**src/rtl/seq_pkg.sv**
```systemverilog
// ---------------------------------------------------------------------------
// seq_pkg -- definitions shared by the serial pattern transmitter and the
// 1101 sequence detector benches.
//   seq_state_e   : transmitter FSM states (IDLE, SHIFT, GAP, DONE)
//   SEQ_1101      : reference pattern for the 1101 detector
//   SEQ_1101_LEN  : length of that reference pattern
//   len_width()   : width of a pattern-length field able to hold 0..pat_w
// ---------------------------------------------------------------------------
package seq_pkg;

  typedef enum logic [1:0] {
    IDLE  = 2'd0,
    SHIFT = 2'd1,
    GAP   = 2'd2,
    DONE  = 2'd3
  } seq_state_e;

  localparam logic [3:0] SEQ_1101     = 4'b1101;
  localparam int         SEQ_1101_LEN = 4;

  // Bits needed to encode a length in the inclusive range 0..pat_w
  function automatic int len_width(input int pat_w);
    return $clog2(pat_w + 1);
  endfunction

endpackage

```
**src/rtl/seq_gen.sv**
```systemverilog
// ---------------------------------------------------------------------------
// seq_gen -- bit-serial pattern transmitter.
// Captures a pattern of len_in bits and sends it MSB-first on y, one bit per
// clock, repeated rep_in+1 times with GAP_CYC idle cycles between sends.
// All outputs are registered.
//
// Build option: define SEQ_GEN_PARITY_EN to append an even-parity bit after
// the data bits of every repetition.
//
// Ports:
//   clk      in   clock, rising edge
//   rst      in   asynchronous active-low reset
//   start    in   transfer request, honoured only in IDLE
//   abort    in   synchronous cancel of an active transfer
//   pat_in   in   pattern, low len_in bits used
//   len_in   in   pattern length, valid 1..PAT_W
//   rep_in   in   extra repetitions (total sends = rep_in+1)
//   y        out  serial data
//   y_valid  out  y carries a pattern (or parity) bit
//   busy     out  transfer in progress (state != IDLE)
//   done     out  one-cycle pulse after the final bit
// ---------------------------------------------------------------------------
module seq_gen
  import seq_pkg::*;
#(
  parameter int PAT_W   = 8,
  parameter int REP_W   = 4,
  parameter int GAP_CYC = 0
) (
  input  logic                          clk,
  input  logic                          rst,
  input  logic                          start,
  input  logic                          abort,
  input  logic [PAT_W-1:0]              pat_in,
  input  logic [len_width(PAT_W)-1:0]   len_in,
  input  logic [REP_W-1:0]              rep_in,
  output logic                          y,
  output logic                          y_valid,
  output logic                          busy,
  output logic                          done
);

  localparam int                LEN_W    = len_width(PAT_W);
  localparam int                GAP_W    = (GAP_CYC > 0) ? $clog2(GAP_CYC + 1) : 1;
  localparam logic [LEN_W-1:0]  MAX_LEN  = LEN_W'(PAT_W);
  localparam logic [GAP_W-1:0]  GAP_LOAD = GAP_W'((GAP_CYC > 0) ? (GAP_CYC - 1) : 0);

  seq_state_e        state_r;
  logic [PAT_W-1:0]  pat_r;      // captured pattern, MSB-aligned
  logic [PAT_W-1:0]  sh_r;       // bits still to send, next one at the top
  logic [LEN_W-1:0]  len_r;
  logic [LEN_W-1:0]  idx_r;      // remaining bits after the one on y
  logic [REP_W-1:0]  rep_r;
  logic [GAP_W-1:0]  gap_r;
  logic              accept_s;
  logic [PAT_W-1:0]  aligned_s;

`ifdef SEQ_GEN_PARITY_EN
  logic              par_r;        // even parity of the captured bits
  logic              par_phase_r;  // y currently carries the parity bit

  // Even parity over a word; bits outside the pattern are already zero
  function automatic logic even_parity(input logic [PAT_W-1:0] d);
    return ^d;
  endfunction
`endif

  // Start qualification and MSB alignment; abort in IDLE suppresses start.
  // Aligning pushes unused high bits out, so the pattern lands zero-padded.
  always_comb begin
    accept_s  = start && !abort && (len_in != {LEN_W{1'b0}}) && (len_in <= MAX_LEN);
    aligned_s = pat_in << (MAX_LEN - len_in);
  end

  // Transfer FSM: state, shift datapath and registered outputs
  always_ff @(posedge clk or negedge rst) begin
    if (!rst) begin
      state_r <= IDLE;
      pat_r   <= {PAT_W{1'b0}};
      sh_r    <= {PAT_W{1'b0}};
      len_r   <= {LEN_W{1'b0}};
      idx_r   <= {LEN_W{1'b0}};
      rep_r   <= {REP_W{1'b0}};
      gap_r   <= {GAP_W{1'b0}};
      y       <= 1'b0;
      y_valid <= 1'b0;
      busy    <= 1'b0;
      done    <= 1'b0;
`ifdef SEQ_GEN_PARITY_EN
      par_r       <= 1'b0;
      par_phase_r <= 1'b0;
`endif
    end else if (abort && (state_r != IDLE)) begin
      state_r <= IDLE;
      idx_r   <= {LEN_W{1'b0}};
      rep_r   <= {REP_W{1'b0}};
      gap_r   <= {GAP_W{1'b0}};
      y       <= 1'b0;
      y_valid <= 1'b0;
      busy    <= 1'b0;
      done    <= 1'b0;
`ifdef SEQ_GEN_PARITY_EN
      par_phase_r <= 1'b0;
`endif
    end else begin
      case (state_r)
        IDLE: begin
          done <= 1'b0;
          if (accept_s) begin
            state_r <= SHIFT;
            pat_r   <= aligned_s;
            sh_r    <= aligned_s << 1;
            len_r   <= len_in;
            idx_r   <= len_in - LEN_W'(1);
            rep_r   <= rep_in;
            y       <= aligned_s[PAT_W-1];
            y_valid <= 1'b1;
            busy    <= 1'b1;
`ifdef SEQ_GEN_PARITY_EN
            par_r       <= even_parity(aligned_s);
            par_phase_r <= 1'b0;
`endif
          end else begin
            y       <= 1'b0;
            y_valid <= 1'b0;
            busy    <= 1'b0;
          end
        end

        SHIFT: begin
          if (idx_r != {LEN_W{1'b0}}) begin
            y     <= sh_r[PAT_W-1];
            sh_r  <= sh_r << 1;
            idx_r <= idx_r - LEN_W'(1);
          end
`ifdef SEQ_GEN_PARITY_EN
          else if (!par_phase_r) begin
            y           <= par_r;
            par_phase_r <= 1'b1;
          end
`endif
          else begin
            // Last bit of this repetition is on y now
`ifdef SEQ_GEN_PARITY_EN
            par_phase_r <= 1'b0;
`endif
            if (rep_r != {REP_W{1'b0}}) begin
              rep_r <= rep_r - REP_W'(1);
              if (GAP_CYC > 0) begin
                state_r <= GAP;
                gap_r   <= GAP_LOAD;
                y       <= 1'b0;
                y_valid <= 1'b0;
              end else begin
                y     <= pat_r[PAT_W-1];
                sh_r  <= pat_r << 1;
                idx_r <= len_r - LEN_W'(1);
              end
            end else begin
              state_r <= DONE;
              y       <= 1'b0;
              y_valid <= 1'b0;
              done    <= 1'b1;
            end
          end
        end

        GAP: begin
          if (gap_r == {GAP_W{1'b0}}) begin
            state_r <= SHIFT;
            y       <= pat_r[PAT_W-1];
            y_valid <= 1'b1;
            sh_r    <= pat_r << 1;
            idx_r   <= len_r - LEN_W'(1);
          end else begin
            gap_r <= gap_r - GAP_W'(1);
          end
        end

        DONE: begin
          state_r <= IDLE;
          done    <= 1'b0;
          busy    <= 1'b0;
          y       <= 1'b0;
          y_valid <= 1'b0;
        end

        default: begin
          state_r <= IDLE;
          done    <= 1'b0;
          busy    <= 1'b0;
          y       <= 1'b0;
          y_valid <= 1'b0;
        end
      endcase
    end
  end

endmodule

```
**config.mk**
```make
export PLATFORM = sky130hd
export DESIGN_NAME = seq_gen
export DESIGN_NICKNAME = d
export VERILOG_FILES = /design/src/rtl/seq_pkg.sv /design/src/rtl/seq_gen.sv
export SDC_FILE = /design/constraint.sdc
export NUM_CORES = 1
export LEC_CHECK = 0
export CAP_MARGIN = 20
export CORE_ASPECT_RATIO = 1.1
export CORE_MARGIN = 3
export CORE_UTILIZATION = 33
export DETAILED_ROUTE_END_ITERATION = 6
export SLEW_MARGIN = 25
export SYNTH_ARGS = -nofsm -noshare
export SYNTH_HDL_FRONTEND = slang
export SYNTH_SLANG_ARGS = --single-unit
```
**constraint.sdc**
```tcl
create_clock -name clk -period 2.4 [get_ports clk]
set_input_delay 0.36 -clock clk [delete_from_list [all_inputs] [get_ports clk]]
set_output_delay 0.36 -clock clk [all_outputs]
set_load 0.02 [all_outputs]
```
Yosys cells after proc, flatten, opt, wreduce, memory -nomap -nowiden
Index checks and enable logic that the tools add are counted.
{"block": "totals", "regBits": 35, "inputBits": 20, "output_inout_bits": 4, "elab_cells": 99}
{"block": "op_classes", "n_addsub": 6, "n_lt_le_gt_ge": 1, "n_eq_ne": 12, "shift": 1, "muxes": 43, "bitwise": 1, "n_reduce_logical": 24}
{"cell": "4-bit two-way mux", "count": 9}
{"cell": "8-bit two-way mux", "count": 4}
{"cell": "8-bit case mux with 3 select lines", "count": 1}
{"cell": "3-bit != test (second input constant)", "count": 6}
{"cell": "1-bit two-way mux", "count": 17}
{"cell": "4-bit nonzero test", "count": 4}
{"cell": "4-bit by 1-bit subtractor with 4-bit output (second input constant)", "count": 4}
{"cell": "4-bit case mux with 3 select lines", "count": 1}
{"cell": "4-bit AND reduction", "count": 3}
{"cell": "3-bit nonzero test", "count": 4}
{"cell": "2-bit two-way mux", "count": 5}
{"cell": "3-bit AND reduction", "count": 3}
{"cell": "1-bit case mux with 4 select lines", "count": 2}
{"cell": "2-bit case mux with 4 select lines", "count": 1}
{"cell": "4-bit case mux with 2 select lines", "count": 1}
{"cell": "8-bit by 4-bit left shift with 8-bit output", "count": 1}
{"cell": "5-bit AND reduction", "count": 1}
{"cell": "2-bit == test (second input constant)", "count": 2}
{"cell": "4-bit less-or-equal comparator (second input constant)", "count": 1}
{"cell": "1-bit logical AND", "count": 4}
{"cell": "2-bit != test (second input constant)", "count": 2}
{"cell": "4-bit != test (second input constant)", "count": 1}
{"cell": "1-bit case mux with 2 select lines", "count": 2}
{"cell": "2-bit nonzero test", "count": 2}
{"cell": "7 further kinds", "count": 7}

Longest topological paths before layout
{"block": "logic_depth", "ltp_word": 7, "ltp_mapped": 10}

Worst setup path before layout
OpenSTA, ideal clock, no wires.
{"block": "synth_timing", "kind": "input port to flip-flop", "startpoint": "input port len_in[0]", "endpoint": "register y", "setup_ns": 0.096, "t_arrival_ns": 1.967, "t_required_ns": 2.304, "path_slack_ns": 0.337, "cell_stages": 7, "path_buffers": 1, "path_cell_list": "inv_1 > ha_1 > buf_4 > mux2i_1 > mux4_1 > or3_1 > o31ai_1"}
{"block": "synth_between", "elab_chain_len": 6, "word_cells_on_any_way": 9}
{"element": "start, declared", "line": "seq_gen.sv:35", "text": "input logic [len_width(PAT_W)-1:0] len_in,"}
{"element": "parallel branches: the longest is 3 deep, another holds 4-bit subtractor"}
{"element": "1-bit two-way mux (*)", "line": "seq_gen.sv:109", "text": "if (accept_s) begin"}
{"element": "1-bit case mux with 4 select lines (*)", "line": "seq_gen.sv:106", "text": "case (state_r)"}
{"element": "1-bit two-way mux (*)", "line": "seq_gen.sv:93", "text": "end else if (abort && (state_r != IDLE)) begin"}
{"element": "end signal, assigned", "line": "seq_gen.sv:116", "text": "y <= aligned_s[PAT_W-1];"}
{"element": "end signal, assigned", "line": "seq_gen.sv:132", "text": "y <= sh_r[PAT_W-1];"}
{"element": "end signal, assigned", "line": "seq_gen.sv:155", "text": "y <= pat_r[PAT_W-1];"}
{"element": "end, declared", "line": "seq_gen.sv:37", "text": "output logic y,"}
Every way passes the cells marked *.
A chain may end at the register's enable or synchronous reset.

Worst setup path in the final report
{"block": "layout_timing", "startpoint": "input port len_in[0]", "endpoint": "register pat_r[3]"}
{"block": "layout_between", "elab_chain_len": 4, "word_cells_on_any_way": 7}
{"element": "parallel branches: the longest is 4 deep, another holds 4-bit subtractor"}
{"element": "end signal, assigned", "line": "seq_gen.sv:79", "text": "pat_r <= {PAT_W{1'b0}};"}
{"element": "end signal, assigned", "line": "seq_gen.sv:111", "text": "pat_r <= aligned_s;"}
{"element": "end, declared", "line": "seq_gen.sv:49", "text": "logic [PAT_W-1:0] pat_r;"}
Several ways; the timed one is not identified.

==> impl_metrics.tcl <==
set metrics [dict create \
    status "finished clean" \
    yosysMostFrequentCell "nand2_1" \
    synth.area.top_cells "dfrtp_1 33%, nand2_1 8.4%, ha_1 6.5%" \
    netlist_area_mm2 0.002495 \
    grt_max_degree 34 \
    endpoint "pat_r[3]$_DFFE_PN0P_" \
    syn_inst 278 \
    dieArea_mm2 0.008641 \
    grt-ovfl-total 0 \
    h-tree-depth 2 \
    cts_tree "built" \
    relSlewSlack 0.6464 \
    die_y_um 97.20 \
    die_x_um 88.91 \
    clock_skew_ns 0.002735 \
    startpoint_type "input pin" \
    clk_latency_ns 0.29 \
    area_growth_pct 26.88 \
    antenna_found_initial 0 \
    worst_ep_arrival_time_ns 2.46 \
    syn_area_per_cell_um2 8.974 \
    holdWs_ns 0.4797 \
    diodes 0 \
    regArea_um2 825.8 \
    cp-startpoint "len_in[0]" \
    ys.flop_type "dfrtp_1" \
    synth_nets 311 \
    vdd_drop_max_v 0.0003726 \
    gp_congestion 0.8350 \
    r2r_slack_ns 0.21 \
    r2r_start "idx_r[0]$_DFFE_PN0P_" \
    core_mm2 0.007167 \
    end_kind "flop" \
    drtPass1Iterations 6 \
    yosysUniqueCellTypes 49 \
    vias_per_cell 5.313 \
    tightest_slew_ns 0.5279 \
    synth-warning-count 0 \
    finalWorstPathRequiredPeriod_ns 2.285 \
    grt_pass1_vias 2168 \
    setup_violations 0 \
    slew_violations 0 \
    numPortBuffers 23 \
    max_freq_ghz 0.4376 \
    drv_cap 0 \
    grt_use_total 0.1473 \
    power_leakage_nw 1.426 \
    wl_per_cell_um 14.36 \
    num_vias 2210 \
    multi_input_comb_area_mm2 0.001551 \
    p_per_area_mw_per_mm2 1200 \
    finalHoldViolCount 0 \
    drtIter0Drc 118 \
    r2r_cells 7 \
    async_reset_ff_frac 1.000 \
    clockRootBuffer "clkbuf_8" \
    clockBufferDepth 2 \
    rr_endpoint "rep_r[3]$_DFFE_PN0P_" \
    drive_gt1_frac 0.2296 \
    critPathMaxFanout 5 \
    fillCellCount 701 \
    hold_class "input pin to asynchronous set/reset pin" \
    wirelength_um 5973 \
    synth_top_area_cell "dfrtp_1" \
    crit_type "input pin to flop" \
    min_period_over_period 0.9522 \
    p_total_mw 3.799 \
    grt_pass1_wl_um 10160 \
    synth_edf_count 0 \
    cts.sinks 33 \
    finalSetupTns_ns 0 \
    layout.nets 363 \
    ys_seq_area_frac 0.3310 \
    cts_inserted_buffers 5 \
    ioPinCount 24 \
    ant_nets 0 \
    path_clk_slew_ns 0.07 \
    dp_hpwl_um 4618 \
    yosysTopAreaCellShare 0.3310 \
    rsz0062_at_grt "false" \
    synth_common_cells "56 x nand2_1, 33 x dfrtp_1, 16 x nor2_1" \
    std_cell_rows 32 \
    synth-seq-cells 33 \
    start_util 0.3481 \
    cp.required_ns 2.58 \
    drc 0 \
]
==> sequential cells by signal, summed over array words and instances (netlist names) <==
| register | count |
|---|---|
| y_valid | 1 |
| len_r | 4 |
| rep_r | 4 |
| pat_r | 8 |
| done | 1 |
| sh_r | 7 |
| y | 1 |
| state_r | 2 |
| busy | 1 |
| idx_r | 4 |
==> critical path, stage by stage <==
cell             delay, ns
clkdlybuf4s50_1       0.42
inv_1                 0.11
buf_4                 0.12
ha_2                  0.21
nor2b_4               0.18
mux2_2                0.39
nand3b_2              0.18
buf_4                 0.17
mux2_2                0.32
==> final cells by class <==
cell class / instances / share of cell area
inverters: 15 / 0.01779
clock inverters: 1 / 0.001581
multi-input cells: 215 / 0.4901
well taps: 85 / 0.03360
repair buffers: 60 / 0.1656
flip-flops and latches: 33 / 0.2609
clock buffers: 7 / 0.03043
==> routing by layer <==
layer  vias up  GRT usage  wire length [um]
met2        54     0.2331              2803
met4         0    0.05116                86
met1      1050     0.2008              2819
met5         -          0                 0
li1       1100          -                 -
met3         6    0.02375               264
==> power breakdown <==
part,internal (mW),switching [mW]
logic,1.08,1.27
clock network,0.259,0.216
registers,0.773,0.195
==> per-stage QoR <==
stage / area (um2) / worst slack (ns) / std cells / utilization
2_1_floorplan: 2495 / 0.3368 / 278 / -
3_3_place_gp: 3043 / -0.2244 / 408 / 0.4246
3_5_place_dp: 3043 / -0.2565 / 408 / 0.4246
4_1_cts: 3144 / 0.04065 / 416 / 0.4387
5_1_grt: 3166 / 0.02084 / 416 / 0.4417
6_report: 3166 / 0.1146 / 416 / 0.4417
==> layout by cell type (no fill, tap or decap), drive strengths merged, types with 2 or more instances in the layout <==
master / n
nor3: 9
mux4: 4
buf: 37
a31oi: 3
or3b: 2
nand3b: 3
or3: 4
nor2: 17
a22oi: 2
nor2b: 3
clkbuf: 7
xor2: 4
xnor2: 2
a221o: 4
o21ai: 12
and2: 2
dfrtp: 33
nand2: 56
ha: 13
a21oi: 12
nand2b: 7
nor3b: 3
a211oi: 4
inv: 15
a22o: 3
mux2i: 8
o31ai: 9
mux2: 12
o32ai: 3
clkdlybuf4s50: 23
a32o: 5
nand3: 2
==> worst min path at each step <==
stage	slack, ns	cells past startpoint	startpoint	end
finish	0.48	2	rst	rep_r[0]$_DFFE_PN0P_
global route	0.52	2	sh_r[2]$_DFFE_PN0P_	sh_r[2]$_DFFE_PN0P_
CTS	0.49	2	sh_r[3]$_DFFE_PN0P_	sh_r[3]$_DFFE_PN0P_
detailed placement	0.47	2	pat_r[0]$_DFFE_PN0P_	pat_r[0]$_DFFE_PN0P_
global placement	0.46	2	pat_r[0]$_DFFE_PN0P_	pat_r[0]$_DFFE_PN0P_
floorplan	0.06	0	rst	busy$_DFFE_PN0P_
==> repair_timing <==
action,CTS,global route
hold buffers,0,0
buffers inserted,0,0
resized for setup,0,5
endpoints found under the setup margin,0,5
==> cells by family (layout without fill, tap and decap cells) <==
kind of cell | Yosys count | in the layout | synth area share
AOI/OAI and AO/OA | 64 | 64 | 0.1976
buffers and inverters | 30 | 83 | 0.05416
xor gates and xnor gates | 6 | 6 | 0.02106
adders and majority gates | 13 | 13 | 0.06520
and+or+nand+nor | 108 | 108 | 0.2056
DFF | 33 | 33 | 0.3310
muxes | 24 | 24 | 0.1254
Power figures use the tool's default switching activity.
